<file path="config.mk">
export PLATFORM = sky130hd
export DESIGN_NAME = alu_iterative
export DESIGN_NICKNAME = d
export VERILOG_FILES = /design/src/rtl/alu_iterative.sv
export SDC_FILE = /design/constraint.sdc
export NUM_CORES = 1
export LEC_CHECK = 0
export CELL_PAD_IN_SITES_DETAIL_PLACEMENT = 0
export CELL_PAD_IN_SITES_GLOBAL_PLACEMENT = 1
export CORE_MARGIN = 1.5
export CORE_UTILIZATION = 51
export CTS_CLUSTER_SIZE = 30
export DETAILED_ROUTE_END_ITERATION = 10
export PLACE_DENSITY_LB_ADDON = 0.1
export SYNTH_ARGS = -nofsm -noshare
export SYNTH_HDL_FRONTEND = slang
export SYNTH_SLANG_ARGS = --single-unit
</file>
<file path="constraint.sdc">
create_clock -name clk_i -period 12.3 [get_ports clk_i]
set_clock_uncertainty 0.1 [all_clocks]
set_input_delay 3.075 -clock clk_i [delete_from_list [all_inputs] [get_ports clk_i]]
set_output_delay 3.075 -clock clk_i [all_outputs]
set_load 0.005 [all_outputs]
</file>
<file path="src/rtl/alu_iterative.sv">
// Execute-stage ALU: single-cycle logic/arith/shift ops plus an iterative shift-add MUL
// that stalls the pipeline via busy_o. Optional macro ALU_MUL_EARLY_TERM_EN ends MUL early.
module alu_iterative #(
  parameter int DATA_W  = 32,
  parameter int SHAMT_W = 5
) (
  input  logic              clk_i,
  input  logic              rst_i,
  input  logic              valid_i,
  output logic              ready_o,
  input  logic [2:0]        ALUCtrl_i,
  input  logic [DATA_W-1:0] data1_i,
  input  logic [DATA_W-1:0] data2_i,
  output logic [DATA_W-1:0] result_o,
  output logic              valid_o,
  output logic              busy_o
);

  localparam int CNT_W = SHAMT_W + 1;

  localparam logic [2:0] OP_AND  = 3'b000;
  localparam logic [2:0] OP_XOR  = 3'b001;
  localparam logic [2:0] OP_SLL  = 3'b010;
  localparam logic [2:0] OP_ADD  = 3'b011;
  localparam logic [2:0] OP_SUB  = 3'b100;
  localparam logic [2:0] OP_MUL  = 3'b101;
  localparam logic [2:0] OP_ADDI = 3'b110;
  localparam logic [2:0] OP_SRAI = 3'b111;

  typedef enum logic {S_IDLE, S_MUL} state_t;

  state_t             state_q, state_d;
  logic [DATA_W-1:0]  result_q, result_d;
  logic               valid_q, valid_d;
  logic [CNT_W-1:0]   cnt_q, cnt_d;
  logic [DATA_W-1:0]  mcand_q, mcand_d;
  logic [DATA_W-1:0]  mplier_q, mplier_d;
  logic [DATA_W-1:0]  acc_q, acc_d;
  logic [DATA_W-1:0]  mul_sum;
  logic [DATA_W-1:0]  mplier_shr;
  logic               mul_done;
  logic               mul_skip;

  function automatic logic [DATA_W-1:0] simple_op(input logic [2:0] op,
                                                  input logic [DATA_W-1:0] a,
                                                  input logic [DATA_W-1:0] b);
    logic signed [DATA_W-1:0] a_s;
    logic [DATA_W-1:0]        r;
    a_s = a;
    case (op)
      OP_AND:          r = a & b;
      OP_XOR:          r = a ^ b;
      OP_SLL:          r = a << b[SHAMT_W-1:0];
      OP_ADD, OP_ADDI: r = a + b;
      OP_SUB:          r = a - b;
      OP_SRAI:         r = a_s >>> b[SHAMT_W-1:0];
      default:         r = '0;
    endcase
    return r;
  endfunction

  assign ready_o  = (state_q == S_IDLE);
  assign busy_o   = (state_q == S_MUL);
  assign result_o = result_q;
  assign valid_o  = valid_q;

  assign mplier_shr = mplier_q >> 1;
  assign mul_sum    = mplier_q[0] ? (acc_q + mcand_q) : acc_q;

`ifdef ALU_MUL_EARLY_TERM_EN
  // A zero multiplier never enters MUL; otherwise stop once no multiplier bits remain.
  assign mul_skip = (data2_i == '0);
  assign mul_done = (mplier_shr == '0) || (cnt_q == CNT_W'(DATA_W - 1));
`else
  assign mul_skip = 1'b0;
  assign mul_done = (cnt_q == CNT_W'(DATA_W - 1));
`endif

  always_comb begin
    state_d  = state_q;
    result_d = result_q;
    valid_d  = 1'b0;
    cnt_d    = cnt_q;
    mcand_d  = mcand_q;
    mplier_d = mplier_q;
    acc_d    = acc_q;
    case (state_q)
      S_IDLE: begin
        if (valid_i) begin
          if (ALUCtrl_i != OP_MUL) begin
            result_d = simple_op(ALUCtrl_i, data1_i, data2_i);
            valid_d  = 1'b1;
          end else if (mul_skip) begin
            result_d = '0;
            valid_d  = 1'b1;
          end else begin
            mcand_d  = data1_i;
            mplier_d = data2_i;
            acc_d    = '0;
            cnt_d    = '0;
            state_d  = S_MUL;
          end
        end
      end
      S_MUL: begin
        acc_d    = mul_sum;
        mcand_d  = mcand_q << 1;
        mplier_d = mplier_shr;
        cnt_d    = cnt_q + CNT_W'(1);
        if (mul_done) begin
          result_d = mul_sum;
          valid_d  = 1'b1;
          state_d  = S_IDLE;
        end
      end
      default: state_d = S_IDLE;
    endcase
  end

  always_ff @(posedge clk_i) begin
    if (rst_i) begin
      state_q  <= S_IDLE;
      result_q <= '0;
      valid_q  <= 1'b0;
      cnt_q    <= '0;
    end else begin
      state_q  <= state_d;
      result_q <= result_d;
      valid_q  <= valid_d;
      cnt_q    <= cnt_d;
    end
  end

  // Multiplier datapath is only meaningful inside MUL, so it carries no reset.
  always_ff @(posedge clk_i) begin
    mcand_q  <= mcand_d;
    mplier_q <= mplier_d;
    acc_q    <= acc_d;
  end

endmodule

</file>
==> metrics <==
TritonCTS Buffers 17; critical path capture point type flop; Root Buffer clkbuf_16; most common cell after layout, fill and taps aside nor2_1; global-route wire length before repair 81.45 mm; DIE WIDTH between 150 and 200 um; vias in the first global route roughly 13000; Final Cycle Share 0.6035; Hold WC Path Type reg -> reg; Synth Area per Inst 8.843 um2; Worst-Margin Slew about 1.1 ns; Yosys warning total 0; initial antenna violation count 0; Slew Viols, Final 0; # nets final between 1500 and 2000; largest net degree at the start of global routing 80; total congestion overflow 0; htree depth 4; CP max stage delay around 0.9 ns; commonest non-fill, non-tap cells in the layout 186 x nor2_1, 135 x a21oi_1, 109 x nand2_1; clk sink count about 140; Post-Route WL between 50 and 60 mm; CP startpoint kind input pin; quantity of hold-fixing buffers added after cts 0; Synth cell types 84; CP Cell Sequence clkdlybuf4s50_1 -> nor3b_2 -> a21oi_1 -> xnor2_1 -> ha_1 -> a21o_1 -> a21oi_1 -> o221ai_1 -> a221o_1 -> a31o_2 -> nand2_2 -> a21oi_2 -> o41ai_4 -> mux2i_1 -> a211oi_2; diode count 0; Yosys reg bits 136; Hold Path Origin result_o[14]$_SDFFE_PP0P_; Post-synth EDFFs 96; Initial Utilization 0.5201; clock buffer depth 2; Slew headroom 0.2546; post-synthesis cell count about 1600; worst-path fanout max 19; WL/cell approximately 27 um; Max VDD drop between 0.07 and 0.08 mV; CP arrival around 7.6 ns; chip height about 170 um; Final Hold Viols 0; main flop type after synthesis edfxtp_1; syn_nets roughly 1800; Top Ports around 110; Max Clock Freq 134.7 MHz; Antenna Violating Nets Remaining 0; HPWL Detailed 39.04 mm; Post-CTS Setup Bufs 0; pre-CTS WS approximately 4.5 ns; Tmin final ~7.4 ns; initial drt markers 1990; P_leak approximately 6.2 nW; Final Setup Violations 0; ys async rst share 0; Register Area between 3000 and 4000 um2; pwr dens 102.5 nW/um2; status finished clean; DR vias ~14000; Slowest-stage cell, CP nor3b_2; post-route setup slack 4.877 ns; TritonCTS clock tree done; first-pass iteration count of the detailed router 8; area of the multi-input gates a little over 10000 um2; Power, Total about 1.7 mW; RSZ-0062 raised after global routing false; layout cells sized above 1 0.1312; via density per instance 6.722; critical path class in -> reg; crit path from ALUCtrl_i[2]; RR Startpoint mcand_q[0]$_SDFFCE_PP0P_; Max-Cap Viols 0; CP most frequent cell a21oi_1; DRC 0; overall routing resource usage 0.3782; count of buffers from port buffering 104; # rows 61; final setup TNS 0 ns; RePlAce Congestion 1.048; Reg clk slew, reported paths 0.06 ns; Resized Gates After CTS 0; Mapped Area approximately 15000 um2; clock latency at the later pin of the worst-skew pair about 0.45 ns; CORE AREA ~28000 um2; post-synthesis sequential area ratio 0.2535; fillers approximately 2600; die area about 30000 um2; Area growth syn-to-layout 12.45%; Req. time, crit path 12.51 ns
logic make-up (layout without fill, tap and decap cells):
group / Yosys count / after routing / share of synthesized area
and+or+nand+nor: 477 / 477 / 0.1509
adders and majority gates: 99 / 99 / 0.08629
DFF: 136 / 136 / 0.2535
xor gates and xnor gates: 78 / 78 / 0.04702
AOI/OAI and AO/OA: 481 / 481 / 0.2137
buffers and inverters: 148 / 197 / 0.04203
muxes: 224 / 224 / 0.2066
worst max-delay path, delay by kind of cell:
| family | cells | cell delay (ns) |
|---|---|---|
| AND/OR/NAND/NOR | 2 | 0.98 |
| buffers and inverters | 1 | 0.86 |
| adder cells (fa/ha/maj) | 1 | 0.38 |
| AO/OA/AOI/OAI | 9 | 1.88 |
| XOR/XNOR | 1 | 0.17 |
| multiplexers | 1 | 0.27 |
power by group:
group	switching, mW	internal (mW)
Combinational	0.365	0.243
Clock	0.232	0.305
Sequential	0.0139	0.516
Yosys cell counts, drive strengths merged, types with 41 or more instances:
master  instances  area, um2
edfxtp         96       2883
nor2          189      716.9
nor3           52      260.3
mux4           53       1194
o21ai         120      600.6
clkbuf         69      259.0
mux2i          94      940.9
nand2         110      415.4
xnor2          41      359.1
buf            45      224.0
a21oi         139      706.9
ha             97       1214
mux2           77      867.1
area by class of cell:
cell class	count	area share
inverter	34	0.007964
clock buffer	21	0.02948
tap	378	0.02895
sequential	136	0.2257
multi-input combinational	1359	0.6270
clock inverter	11	0.006509
timing repair buffer	131	0.07444
sequential cells by signal, summed over array words and instances (netlist names):
register / flops
acc_q: 32
busy_o: 1
valid_o: 1
mplier_q: 32
cnt_q: 6
result_o: 32
mcand_q: 32
path summary, 6_finish.rpt:
check,to,slack [ns],depth (start not counted)
min,result_o[14]$_SDFFE_PP0P_,0.35,2
max,result_o[28]$_SDFFE_PP0P_,4.88,15
min reg2reg,result_o[14]$_SDFFE_PP0P_,0.35,2
max reg2reg,result_o[24]$_SDFFE_PP0P_,8.58,13
per-layer routing:
metal	GRT usage	part of all wire	wire, um	up-vias
met5	0	0	0	-
met2	0.5789	0.44	23970	735
met4	0.1629	0.047	2552	0
met1	0.5221	0.43	23440	6747
li1	-	-	-	6296
met3	0.06834	0.090	4915	137
metrics by stage:
step / cell area (um2) / std cells / utilization / hold slack, ns
floorplan: 14530 / 1643 / - / 0.3483
global placement: 15750 / 2038 / 0.5638 / 0.3417
detailed placement: 15750 / 2038 / 0.5638 / 0.3444
CTS: 16340 / 2070 / 0.5849 / 0.3513
global route: 16340 / 2070 / 0.5849 / 0.3720
finish: 16340 / 2070 / 0.5849 / 0.3496
(Power assumes the default switching activity.)
==> patch, RTL diff (config.mk and constraints unchanged) <==
Change the parameter `DATA_W` from 32 to 40.
--- a/src/rtl/alu_iterative.sv
+++ b/src/rtl/alu_iterative.sv
@@ -1,7 +1,7 @@
 // Execute-stage ALU: single-cycle logic/arith/shift ops plus an iterative shift-add MUL
 // that stalls the pipeline via busy_o. Optional macro ALU_MUL_EARLY_TERM_EN ends MUL early.
 module alu_iterative #(
-  parameter int DATA_W  = 32,
+  parameter int DATA_W  = 40,
   parameter int SHAMT_W = 5
 ) (
   input  logic              clk_i,
Ports: changed (resized data1_i, data2_i and result_o); port bits go from 105 to 129. The function was not compared with the original's and may differ.
==> patch against the unedited design <==
- cell count is 26% higher
- final area up 24%
- sequential cell count up 32
- total power grew 19%
- sequential share of layout area is 0.068 points higher
- synthesized cell count up 29%
- hold slack gained 0.041 ns
- area after synthesis rose by 25%
- combinational power grew 25%
- setup slack got worse by 0.55 ns
- wire length increased by 24%
- first-iteration DRC count increased by 16%
- critical endpoint is now result_o[37]
==> patch: results (changes against the unedited design) <==
Largest cells by area after synthesis = edfxtp_1, ha_1, mux4_2
Post-DP HPWL = 50080 µm (+28%)
Register area share after synthesis = 0.2515 (-0.002014)
First-pass GRT wire length = 101500 µm (+25%)
Commonest cells in the netlist = nor2_1, nand2_1, a21oi_1
Slew margin rel. = 0.2900 (+0.03536)
Netlist cell types = 89 (+6.0%)
Clk_lat worst skew = 0.47 ns (+0.02 ns)
Reg2Reg Capture Point = result_o[32]
Worst slack at placement = 4.001 ns (-0.4823 ns)
Status = completed
Slowest stage delay, CP = 0.75 ns (-0.15 ns)
Drt first pass iters = 6 (-2)
Post-synthesis net count = 2330 (+29%)
All-Layer GR Usage = 0.3705 (-0.007654)
Buffers on Ports = 128 (+23%)
Share of cells above drive strength 1 = 0.1167 (-0.01454)
Wire length per cell = 25.95 µm (-2.1%)
Via count = 17670 (+27%)
Cell at the slowest stage of the critical path = nor4_1
Final RePlAce weighted congestion = 1.087 (+3.7%)
Filler cell count = 3226 (+26%)
Vias in the first global route = 16440 (+28%)
Iter 0 DRT Violations = 2311 (+16%)
Worst-path maximum fanout = 44 (+25)
## patch: cell count changes in the layout (fill, tap and decap cells not counted), sizes merged, moves of 18 or more
cell / unedited run / this run
a21oi: 139 / 191
nor2: 189 / 254
mux2: 77 / 95
edfxtp: 96 / 120
o21ai: 120 / 148
xnor2: 41 / 61
ha: 97 / 121
mux2i: 94 / 114
clkdlybuf4s50: 98 / 121
nand2: 110 / 204
## patch: final cells by class
class | instances | share of cell area
clock buffers | 18 | 0.02232
clock inverters | 14 | 0.007254
repair buffers | 154 | 0.07192
inverters | 43 | 0.008122
well taps | 455 | 0.02821
diodes | 1 | 0.0001240
multi-input cells | 1763 | 0.6357
flip-flops and latches | 168 | 0.2264
## patch: kinds of logic (layout without fill, tap and decap cells)
group,count (synthesis),count (layout),synth area share
other,0,1,0
buffers and inverters,190,229,0.04226
multiplexers,267,267,0.1938
AO/OA/AOI/OAI,627,627,0.2242
flip-flops,168,168,0.2515
AND/OR/NAND/NOR,653,653,0.1577
adder cells (fa/ha/maj),123,123,0.08563
XOR/XNOR,93,93,0.04488
## patch: power groups by stage
stage	clock network, W	registers (W)	logic (W)
after floorplan	0	0.000664	0.000478
after global placement	0	0.000668	0.000731
after detailed placement	0	0.000669	0.000736
after CTS	0.000578	0.000656	0.000740
after global routing	0.000600	0.000659	0.000813
final	0.000574	0.000656	0.000763
## patch: through the flow
step | instances | cell area, µm² | util | hold WS, ns | total power, W
2_1_floorplan | 2121 | 18150 | - | 0.3648 | 0.001143
5_1_grt | 2615 | 20180 | 0.5799 | 0.4118 | 0.002072
3_5_place_dp | 2583 | 19580 | 0.5627 | 0.3801 | 0.001405
3_3_place_gp | 2583 | 19580 | 0.5627 | 0.3782 | 0.001399
6_report | 2616 | 20180 | 0.5799 | 0.3906 | 0.001993
4_1_cts | 2615 | 20180 | 0.5799 | 0.3936 | 0.001974
## patch: metal layers
metal	share of wire	GRT usage
met1	0.42	0.5151
met3	0.11	0.07966
met4	0.041	0.1478
met5	0	0
met2	0.43	0.5587
## patch: how the worst max path moves through the flow
stage / start / endpoint / slack (ns)
final: data2_i[0] / result_o[37] / 4.33
after global routing: data2_i[0] / result_o[37] / 3.81
after detailed placement: data2_i[0] / result_o[37] / 4.00
after floorplan: data2_i[0] / result_o[37] / 4.89
after CTS: data2_i[0] / result_o[37] / 4.45
after global placement: data2_i[0] / result_o[37] / 3.99
## patch: worst reg2reg max path, delay by kind of cell, from the launching register on
kind	cells	cell delay (ns)
compound gates	7	1.91
simple gates	2	0.40
fa+ha+maj	2	0.61
buf+inv	1	0.07
flops	1	0.37
mux	1	0.18
